<file path="src/rtl/device_rfe_rec.sv">
// Fuzzy-extractor key reconstruction: replays helper data against a noisy PUF read
// and decodes every 32-bit block with a serial RM(1,5) correlation decoder.
module device_rfe_rec #(
   parameter int PUF_BLOCKS  = 2,
   parameter int BLOCKS      = 22,
   parameter int PUF_TIMEOUT = 1024
) (
   input  logic                     clk,
   input  logic                     reset,
   input  logic                     start,
   input  logic [BLOCKS*32-1:0]     helper_data,
   output logic                     puf_read_req,
   input  logic [PUF_BLOCKS*32-1:0] puf_data,
   input  logic                     puf_valid,
   output logic                     busy,
   output logic [BLOCKS*32-1:0]     rprime,
   output logic                     rprime_valid,
   output logic                     done,
   output logic [BLOCKS-1:0]        fail_mask,
   output logic                     timeout_err
);

   localparam int BW = (BLOCKS > 1) ? $clog2(BLOCKS) : 1;
   localparam int PW = (PUF_BLOCKS > 1) ? $clog2(PUF_BLOCKS) : 1;
   localparam int TW = $clog2(PUF_TIMEOUT + 1);

   typedef enum logic [2:0] {
      S_IDLE,
      S_PUF_WAIT,
      S_SEARCH,
      S_COMMIT,
      S_DONE,
      S_ABORT
   } state_t;

   state_t state, state_nxt;

   logic [BLOCKS*32-1:0]     helper_q;
   logic [PUF_BLOCKS*32-1:0] puf_q;
   logic [BW-1:0]            blk;
   logic [PW-1:0]            widx;
   logic [4:0]               cand;
   logic [5:0]               best_dist;
   logic [4:0]               best_a;
   logic                     best_sign;
   logic [TW-1:0]            tmo_cnt;

   logic [31:0] blk_helper;
   logic [31:0] blk_word;
   logic [31:0] corr_word;
   logic [5:0]  d0;
   logic [5:0]  d1;
   logic        cand_sign;
   logic [5:0]  cand_dist;
   logic [31:0] codeword;
   logic        last_blk;
   logic        tmo_hit;

   // Linear part of the RM(1,5) codeword: bit j = parity(a & j).
   function automatic logic [31:0] lin_word(input logic [4:0] a);
      logic [31:0] r;
      r = '0;
      for (int unsigned j = 0; j < 32; j++) begin
         r[j] = ^(a & 5'(j));
      end
      return r;
   endfunction

   function automatic logic [5:0] popcount32(input logic [31:0] v);
      logic [5:0] c;
      c = '0;
      for (int unsigned j = 0; j < 32; j++) begin
         c = c + {5'd0, v[j]};
      end
      return c;
   endfunction

   assign blk_helper = helper_q[int'(blk)*32 +: 32];
   assign blk_word   = puf_q[int'(widx)*32 +: 32];
   assign corr_word  = blk_helper ^ blk_word ^ lin_word(cand);
   assign d0         = popcount32(corr_word);
   assign d1         = 6'd32 - d0;
   assign cand_sign  = (d1 < d0);
   assign cand_dist  = cand_sign ? d1 : d0;
   assign codeword   = {32{best_sign}} ^ lin_word(best_a);
   assign last_blk   = (blk == BW'(BLOCKS - 1));
   assign tmo_hit    = (tmo_cnt == TW'(PUF_TIMEOUT - 1));

   always_ff @(posedge clk) begin
      if (reset) begin
         state <= S_IDLE;
      end else begin
         state <= state_nxt;
      end
   end

   always_comb begin
      state_nxt = state;
      case (state)
         S_IDLE:     if (start) state_nxt = S_PUF_WAIT;
         S_PUF_WAIT: begin
            if (puf_valid)    state_nxt = S_SEARCH;
            else if (tmo_hit) state_nxt = S_ABORT;
         end
         S_SEARCH:   if (cand == 5'd31) state_nxt = S_COMMIT;
         S_COMMIT:   state_nxt = last_blk ? S_DONE : S_SEARCH;
         S_DONE:     state_nxt = S_IDLE;
         S_ABORT:    state_nxt = S_IDLE;
         default:    state_nxt = S_IDLE;
      endcase
   end

   always_comb begin
      busy         = 1'b0;
      puf_read_req = 1'b0;
      done         = 1'b0;
      case (state)
         S_PUF_WAIT: begin
            busy         = 1'b1;
            puf_read_req = 1'b1;
         end
         S_SEARCH, S_COMMIT: busy = 1'b1;
         S_DONE, S_ABORT:    done = 1'b1;
         default: ;
      endcase
   end

   always_ff @(posedge clk) begin
      if (reset) begin
         helper_q     <= '0;
         puf_q        <= '0;
         blk          <= '0;
         widx         <= '0;
         cand         <= '0;
         best_dist    <= 6'd33;
         best_a       <= '0;
         best_sign    <= 1'b0;
         tmo_cnt      <= '0;
         rprime       <= '0;
         rprime_valid <= 1'b0;
         fail_mask    <= '0;
         timeout_err  <= 1'b0;
      end else begin
         case (state)
            S_IDLE: begin
               if (start) begin
                  helper_q     <= helper_data;
                  rprime_valid <= 1'b0;
                  fail_mask    <= '0;
                  timeout_err  <= 1'b0;
                  tmo_cnt      <= '0;
               end
            end
            S_PUF_WAIT: begin
               tmo_cnt <= tmo_cnt + TW'(1);
               if (puf_valid) begin
                  puf_q     <= puf_data;
                  blk       <= '0;
                  widx      <= '0;
                  cand      <= '0;
                  best_dist <= 6'd33;
                  best_a    <= '0;
                  best_sign <= 1'b0;
               end else if (tmo_hit) begin
                  timeout_err <= 1'b1;
               end
            end
            S_SEARCH: begin
               cand <= cand + 5'd1;
               // Strictly-smaller update keeps the lowest candidate on ties.
               if (cand_dist < best_dist) begin
                  best_dist <= cand_dist;
                  best_a    <= cand;
                  best_sign <= cand_sign;
               end
            end
            S_COMMIT: begin
               rprime[int'(blk)*32 +: 32] <= blk_helper ^ codeword;
               fail_mask[blk]             <= (best_dist > 6'd7);
               cand      <= '0;
               best_dist <= 6'd33;
               best_a    <= '0;
               best_sign <= 1'b0;
               if (last_blk) begin
                  rprime_valid <= 1'b1;
               end else begin
                  blk  <= blk + BW'(1);
                  widx <= (widx == PW'(PUF_BLOCKS - 1)) ? '0 : widx + PW'(1);
               end
            end
            default: ;
         endcase
      end
   end

endmodule

</file>
<file path="config.mk">
export PLATFORM = sky130hd
export DESIGN_NAME = device_rfe_rec
export DESIGN_NICKNAME = d
export VERILOG_FILES = /design/src/rtl/device_rfe_rec.sv
export SDC_FILE = /design/constraint.sdc
export NUM_CORES = 2
export LEC_CHECK = 0
export CELL_PAD_IN_SITES_DETAIL_PLACEMENT = 1
export CELL_PAD_IN_SITES_GLOBAL_PLACEMENT = 2
export CORE_AREA = 2 2 592 594
export CTS_BUF_LIST = sky130_fd_sc_hd__clkbuf_2 sky130_fd_sc_hd__clkbuf_4 sky130_fd_sc_hd__clkbuf_8
export CTS_CLUSTER_DIAMETER = 120
export CTS_CLUSTER_SIZE = 30
export DETAILED_ROUTE_END_ITERATION = 8
export DIE_AREA = 0 0 594 596
export GPL_TIMING_DRIVEN = 0
export MAX_ROUTING_LAYER = met4
export PLACE_DENSITY = 0.53
export SLEW_MARGIN = 30
export SYNTH_ARGS = -nofsm -noshare
export SYNTH_HDL_FRONTEND = slang
export SYNTH_SLANG_ARGS = --single-unit
</file>
<file path="constraint.sdc">
create_clock -name clk -period 11.8 [get_ports clk]
set_input_delay 1.18 -clock clk [delete_from_list [all_inputs] [get_ports clk]]
set_output_delay 1.18 -clock clk [all_outputs]
set_load 0.01 [all_outputs]
</file>
# Yosys cells after proc, flatten, opt, wreduce, memory -nomap -nowiden
# Cells that the tools add are included.
# W data, S select, Z words.
[totals]
out_inout_bits = 731
inputBits = 772
elab_cells = 200
ff_bits = 1533
[op_classes]
n_mux = 39
eq_ne = 17
n_addsub = 37
reduce_logical = 80
shift = 4
order_cmp = 5
bitwise = 4
[ops]
columns = ["cell", "count"]
rows = [
  ["$bwmux W704", 1],
  ["$shift A32 B33 Y704 const A", 1],
  ["$shiftx A32 B33 Y704", 1],
  ["$shiftx A704 B11 Y32", 1],
  ["$reduce_xor A5 Y1", 62],
  ["$add A6 B1 Y6", 26],
  ["$xor A32 B32 Y32", 4],
  ["$shiftx A64 B7 Y32", 1],
  ["$pmux W22 S2", 1],
  ["$neg A10 Y33", 1],
  ["$pmux W5 S3", 2],
  ["$bwmux W22", 1],
  ["$mux W22", 1],
  ["$pmux W11 S2", 1],
  ["$mux W6", 3],
  ["$pmux W6 S3", 1],
  ["$ne A2 B2 Y1 const B", 8],
  ["$mux W3", 5],
  ["$mux W5", 3],
  ["$lt A6 B6 Y1", 2],
  ["$mux W1", 12],
  ["$pmux W3 S4", 1],
  ["$reduce_and A3 Y1", 4],
  ["$add A11 B1 Y11 const B", 1],
  ["30 further kinds", 42],
]

# Depth between registers and ports, before layout
[logic_depth]
depth_word = 40
mapped_depth = 43

# Least setup slack after synthesis
# No wires, ideal clock.
[synth_timing]
path_type = "reg2reg"
start = "register blk[0]"
end = "register best_sign"
setup_slack_ns = 2.007
t_required_ns = 11.730
setup_time_ns = 0.070
period_less_slack_ns = 9.793
n_path_buf = 4
stages_incl_launch_ff = 37
t_arrival_ns = 9.722
path_cell_list = "dfxtp_1 > buf_6 > buf_6 > buf_2 > mux4_2 > mux2_2 > a221o_1 > nor2b_1 > buf_2 > xnor2_1 > fa_1 > inv_1 > fa_1 > fa_1 > inv_1 > fa_1 > inv_1 > fa_1 > fa_1 > inv_1 > ha_1 > fa_1 > a211o_1 > o21ai_0 > xor2_1 > ha_1 > xnor3_1 > a221oi_1 > nor2_1 > mux2i_1 > ha_1 > a21o_1 > a31oi_1 > o21ai_0 > nor3_1 > o21ai_0 > a21oi_1"
[synth_via]
elab_chain_len = 40
word_cells_on_any_way = 42
[synth_lines]
columns = ["item", "line", "source"]
rows = [
  ["from (decl)", "40", "logic [BW-1:0] blk;"],
  ["from (signal assigned)", "187", "blk <= blk + BW'(1);"],
  ["$shiftx A704 B11 Y32 *", "78", "assign blk_helper = helper_q[int'(blk)*32 +: 32];"],
  ["$xor A32 B32 Y32 * (2 in series)", "80", "assign corr_word = blk_helper ^ blk_word ^ lin_word(cand);"],
  ["$add A1 B1 Y2", "73", "c = c + {5'd0, v[j]};"],
  ["$add A2 B1 Y3", "73", ""],
  ["$add A3 B1 Y4", "73", ""],
  ["$add A4 B1 Y5", "73", ""],
  ["$add A5 B1 Y6", "73", ""],
  ["$add A6 B1 Y6 (25 in series)", "73", ""],
  ["$add A6 B1 Y6 *", "73", ""],
  ["$sub A6 B6 Y6", "82", "assign d1 = 6'd32 - d0;"],
  ["$lt A6 B6 Y1", "83", "assign cand_sign = (d1 < d0);"],
  ["$mux W6", "84", "assign cand_dist = cand_sign ? d1 : d0;"],
  ["$lt A6 B6 Y1", "171", "if (cand_dist < best_dist) begin"],
  ["$ne A2 B2 Y1 (no line)", "-", ""],
  ["$reduce_and A3 Y1 (no line)", "-", ""],
  ["to (signal assigned)", "174", "best_sign <= cand_sign;"],
  ["to (decl)", "45", "logic best_sign;"],
]
# Every way passes the cells marked *; elsewhere a longest branch is shown, timed or not. The select of a mux whose other input is x is not followed.
# A chain may end at the register's enable or synchronous reset.

# Final worst setup path
[layout_timing]
start = "register blk[4]"
end = "register best_dist[2]"
[layout_via]
elab_chain_len = 40
word_cells_on_any_way = 42
[layout_lines]
columns = ["item", "line", "source"]
rows = [
  ["$shiftx A704 B11 Y32 *", "78", ""],
  ["$xor A32 B32 Y32 * (2 in series)", "80", ""],
  ["$add A1 B1 Y2", "73", ""],
  ["$add A2 B1 Y3", "73", ""],
  ["$add A3 B1 Y4", "73", ""],
  ["$add A4 B1 Y5", "73", ""],
  ["$add A5 B1 Y6", "73", ""],
  ["$add A6 B1 Y6 (25 in series)", "73", ""],
  ["$add A6 B1 Y6 *", "73", ""],
  ["$sub A6 B6 Y6", "82", ""],
  ["$lt A6 B6 Y1", "83", ""],
  ["$mux W6 *", "84", ""],
  ["$lt A6 B6 Y1", "171", ""],
  ["$ne A2 B2 Y1 (no line)", "-", ""],
  ["$reduce_and A3 Y1 (no line)", "-", ""],
  ["to (signal assigned)", "172", "best_dist <= cand_dist;"],
  ["to (decl)", "43", "logic [5:0] best_dist;"],
]
# Marked as above.

==> run metrics <==
run status finished clean; die boundary height 596 microns; Synth Cell Area roughly 65000 sq um; count of standard-cell rows around 220; pin count of the biggest net entering global routing 31; utilization after layout 0.255; vias in the first global route 68400; total power divided by cell area 155 nW/um^2; final hold violation count 0; worst path required time 12770 ps; number of H-tree levels 3; max-capacitance violation count 0; aggregate routed wire length 522 mm; family with the most delay on the worst path adder cells; count of placed standard cells in the final layout, fillers left out between 10000 and 15000; sequential-to-total area share from yosys stat 0.474; final total power roughly 14 mW; CTS root buf sky130_fd_sc_hd__clkbuf_8; First-pass DRT Iterations 6; net count of the finished layout 10000; number of antenna violations at the first check in global routing 84; leakage power of the design 28.8 nW; Die Footprint 354000 sq um; DP Cell Count 13700; nets in the synthesized netlist 8413; count of endpoints failing setup in the final report 0; pre-CTS worst setup slack -2240 ps; final instance area 88800 sq um; routability-driven placement congestion ratio around 0.91; buffers from clock root to sink, at most 4; crit path kind flop to flop; arrival time of the worst setup path around 12000 ps; Internal 7.99 mW; top achievable clock speed around 87 MHz; post-route minimum period 11510 ps; post-route antenna net violation count 0; iteration-0 DRC count of the detailed router 4585; total buffers and inverters traversed by the critical path 9; startpoint types flop; Core Area 348000 sq um; hold buffer count at CTS 0; portion of total power attributed to the clock network 0.216; switching share of power 0.419; primary flip-flop cell chosen by synthesis mapping sky130_fd_sc_hd__dfxtp_1; die width a little under 600 microns; # port buffers between 1500 and 2000; starting density of the core 0.186; number of slew-limit violations in the final report 0; critical path endpoint category flop; leftover overflow at the end of global routing 0; clock tree from TritonCTS built; number of clock buffers inserted by TritonCTS 80; Total Routing Usage GR 0.293; Most Frequent Cell on Critical Path sky130_fd_sc_hd__fa_1; number of enable flip-flop cells after synthesis 0; number of flip-flops and latches in the synthesized netlist roughly 1500; Mean Syn Cell Area 8.53 sq um; global-route wire length before repair 674 mm; worst clock skew 128 ps; CP peak stage delay ~540 ps; Ys Warns 0; Hold Path Class flop to flop; number of vias in the routed layout around 66000; worst setup margin about 290 ps; Skew-Pair Late Insertion Delay 1100 ps; clock transition at the registers of the reported paths about 160 ps; Synth async-reset ratio 0; part of the total power dissipated in sequential elements 0.401; P_sw 5.75 mW; average detailed-routed wire length per instance 37.5 microns; slew margin rel. 0.259; Unique masters post-synth 83; number of remaining DRC errors 0; Max Fanout on Critical Path 10; Post-Synthesis Cells 7591; I/O pins 1503; detail-routed via count per cell 4.78; share of total power in combinational logic 0.383; share of cells above drive strength 1 0.0855; Synth-to-Final Area Change 37.2%; IR drop worst, VDD roughly 0.32 mV; Final period util 0.975; instance area after placement 86500 sq um; transition at the pin with the smallest max-transition slack 1110 ps; slowest stage cell on the critical path sky130_fd_sc_hd__a221oi_4; CTS Sinks 1533; HPWL Detailed 437 mm
## worst reg2reg max path, delay by kind of cell, from the launching register on
family / cells / cell delay [ps]
xor gates and xnor gates: 3 / 880
muxes: 1 / 130
buffers and inverters: 9 / 2370
and+or+nand+nor: 3 / 700
AOI/OAI and AO/OA: 9 / 2770
DFF: 1 / 330
adders and majority gates: 10 / 4290
## metal layers
metal,vias to the layer above,track usage,part of all wire
met5,-,-,0
met2,2299,0.537,0.52
met1,34000,0.322,0.39
met3,458,0.0406,0.049
met4,0,0.103,0.042
li1,29700,-,-
## state kept, by name, indices dropped and copies added (netlist names)
signal / flops
puf_q: 64
fail_mask: 22
cand: 5
rprime_valid: 1
state: 3
best_a: 5
best_sign: 1
best_dist: 6
helper_q: 704
widx: 1
timeout_err: 1
blk: 5
tmo_cnt: 11
rprime: 704
## layout by cell type, fill, tap and decap left out, types with 40 or more instances in the layout
| cell type | count |
|---|---|
| sky130_fd_sc_hd__clkbuf_8 | 84 |
| sky130_fd_sc_hd__nand4_1 | 80 |
| sky130_fd_sc_hd__a21oi_1 | 1047 |
| sky130_fd_sc_hd__a211oi_1 | 102 |
| sky130_fd_sc_hd__dfxtp_1 | 1531 |
| sky130_fd_sc_hd__nand2_1 | 1822 |
| sky130_fd_sc_hd__mux4_2 | 129 |
| sky130_fd_sc_hd__a211oi_2 | 100 |
| sky130_fd_sc_hd__o311ai_0 | 132 |
| sky130_fd_sc_hd__buf_2 | 145 |
| sky130_fd_sc_hd__nor2_1 | 308 |
| sky130_fd_sc_hd__clkdlybuf4s50_1 | 1502 |
| sky130_fd_sc_hd__clkbuf_2 | 58 |
| sky130_fd_sc_hd__o21ai_0 | 167 |
| sky130_fd_sc_hd__xnor2_1 | 94 |
| sky130_fd_sc_hd__or3_1 | 101 |
| sky130_fd_sc_hd__diode_2 | 52 |
| sky130_fd_sc_hd__clkbuf_1 | 457 |
| sky130_fd_sc_hd__mux2i_1 | 110 |
| sky130_fd_sc_hd__nand3_1 | 526 |
| sky130_fd_sc_hd__nor3_1 | 40 |
## cell families after synthesis
family                     synth area share
buffers and inverters                0.0517
xor gates and xnor gates             0.0205
and+or+nand+nor                       0.200
DFF                                   0.474
adders and majority gates            0.0124
AOI/OAI and AO/OA                     0.172
muxes                                0.0694
## power by group through the flow
stage | combinational (mW) | sequential [mW] | clock [mW]
floorplan | 2.72 | 5.56 | 0
global placement | 4.94 | 5.61 | 0
detailed placement | 5.00 | 5.62 | 0
CTS | 5.16 | 5.51 | 3.04
global route | 5.65 | 5.53 | 3.18
finish | 5.27 | 5.51 | 2.97
## synth_stat cells (27+ instances only)
cell	instances	share of area
sky130_fd_sc_hd__buf_1	34	0.0020
sky130_fd_sc_hd__a211oi_1	102	0.012
sky130_fd_sc_hd__buf_2	149	0.012
sky130_fd_sc_hd__nor3_1	47	0.0036
sky130_fd_sc_hd__o21ai_0	168	0.013
sky130_fd_sc_hd__nand3_1	526	0.041
sky130_fd_sc_hd__nand2_1	1822	0.11
sky130_fd_sc_hd__or3_1	101	0.0098
sky130_fd_sc_hd__mux2i_1	115	0.018
sky130_fd_sc_hd__a221o_1	29	0.0045
sky130_fd_sc_hd__o311ai_0	132	0.018
sky130_fd_sc_hd__inv_1	39	0.0023
sky130_fd_sc_hd__a31oi_1	27	0.0026
sky130_fd_sc_hd__a21oi_1	1057	0.082
sky130_fd_sc_hd__nor2_1	312	0.018
sky130_fd_sc_hd__dfxtp_1	1533	0.47
sky130_fd_sc_hd__nand4_1	80	0.0077
sky130_fd_sc_hd__xor2_1	37	0.0050
sky130_fd_sc_hd__mux2_2	39	0.0068
sky130_fd_sc_hd__mux4_2	129	0.045
sky130_fd_sc_hd__xnor2_1	104	0.014
sky130_fd_sc_hd__a211oi_2	101	0.020
sky130_fd_sc_hd__clkbuf_1	518	0.030
## cell type report
class | instances | area, sq um
diodes | 52 | 130
plain buffers | 737 | 3390
clock buffers | 89 | 1190
clock inverters | 39 | 578
fillers | 40800 | 259000
inverters | 42 | 158
multi-input cells | 5278 | 31200
flip-flops and latches | 1533 | 30700
well taps | 4599 | 5750
repair buffers | 1541 | 15700
## through the flow
step / hold slack (ps) / TNS [ps]
global placement: 440 / -34500
floorplan: 433 / 0
detailed placement: 445 / -25130
global route: 482 / -303
finish: 465 / 0
CTS: 467 / 0
## repair_timing
action	4_1_cts	5_1_grt
resized for setup	58	19
setup endpoints to repair	12	12
buffers inserted	9	3
pin swaps	4	2
## final timing paths
path	slack (ps)	endpoint	cells past startpoint	start
min	470	helper_q[657]	2	helper_q[657]
max reg2reg	290	best_dist[2]	35	blk[4]
min reg2reg	470	helper_q[657]	2	helper_q[657]
max	290	best_dist[2]	35	blk[4]
Note: power is estimated with default switching activity, not from simulation.
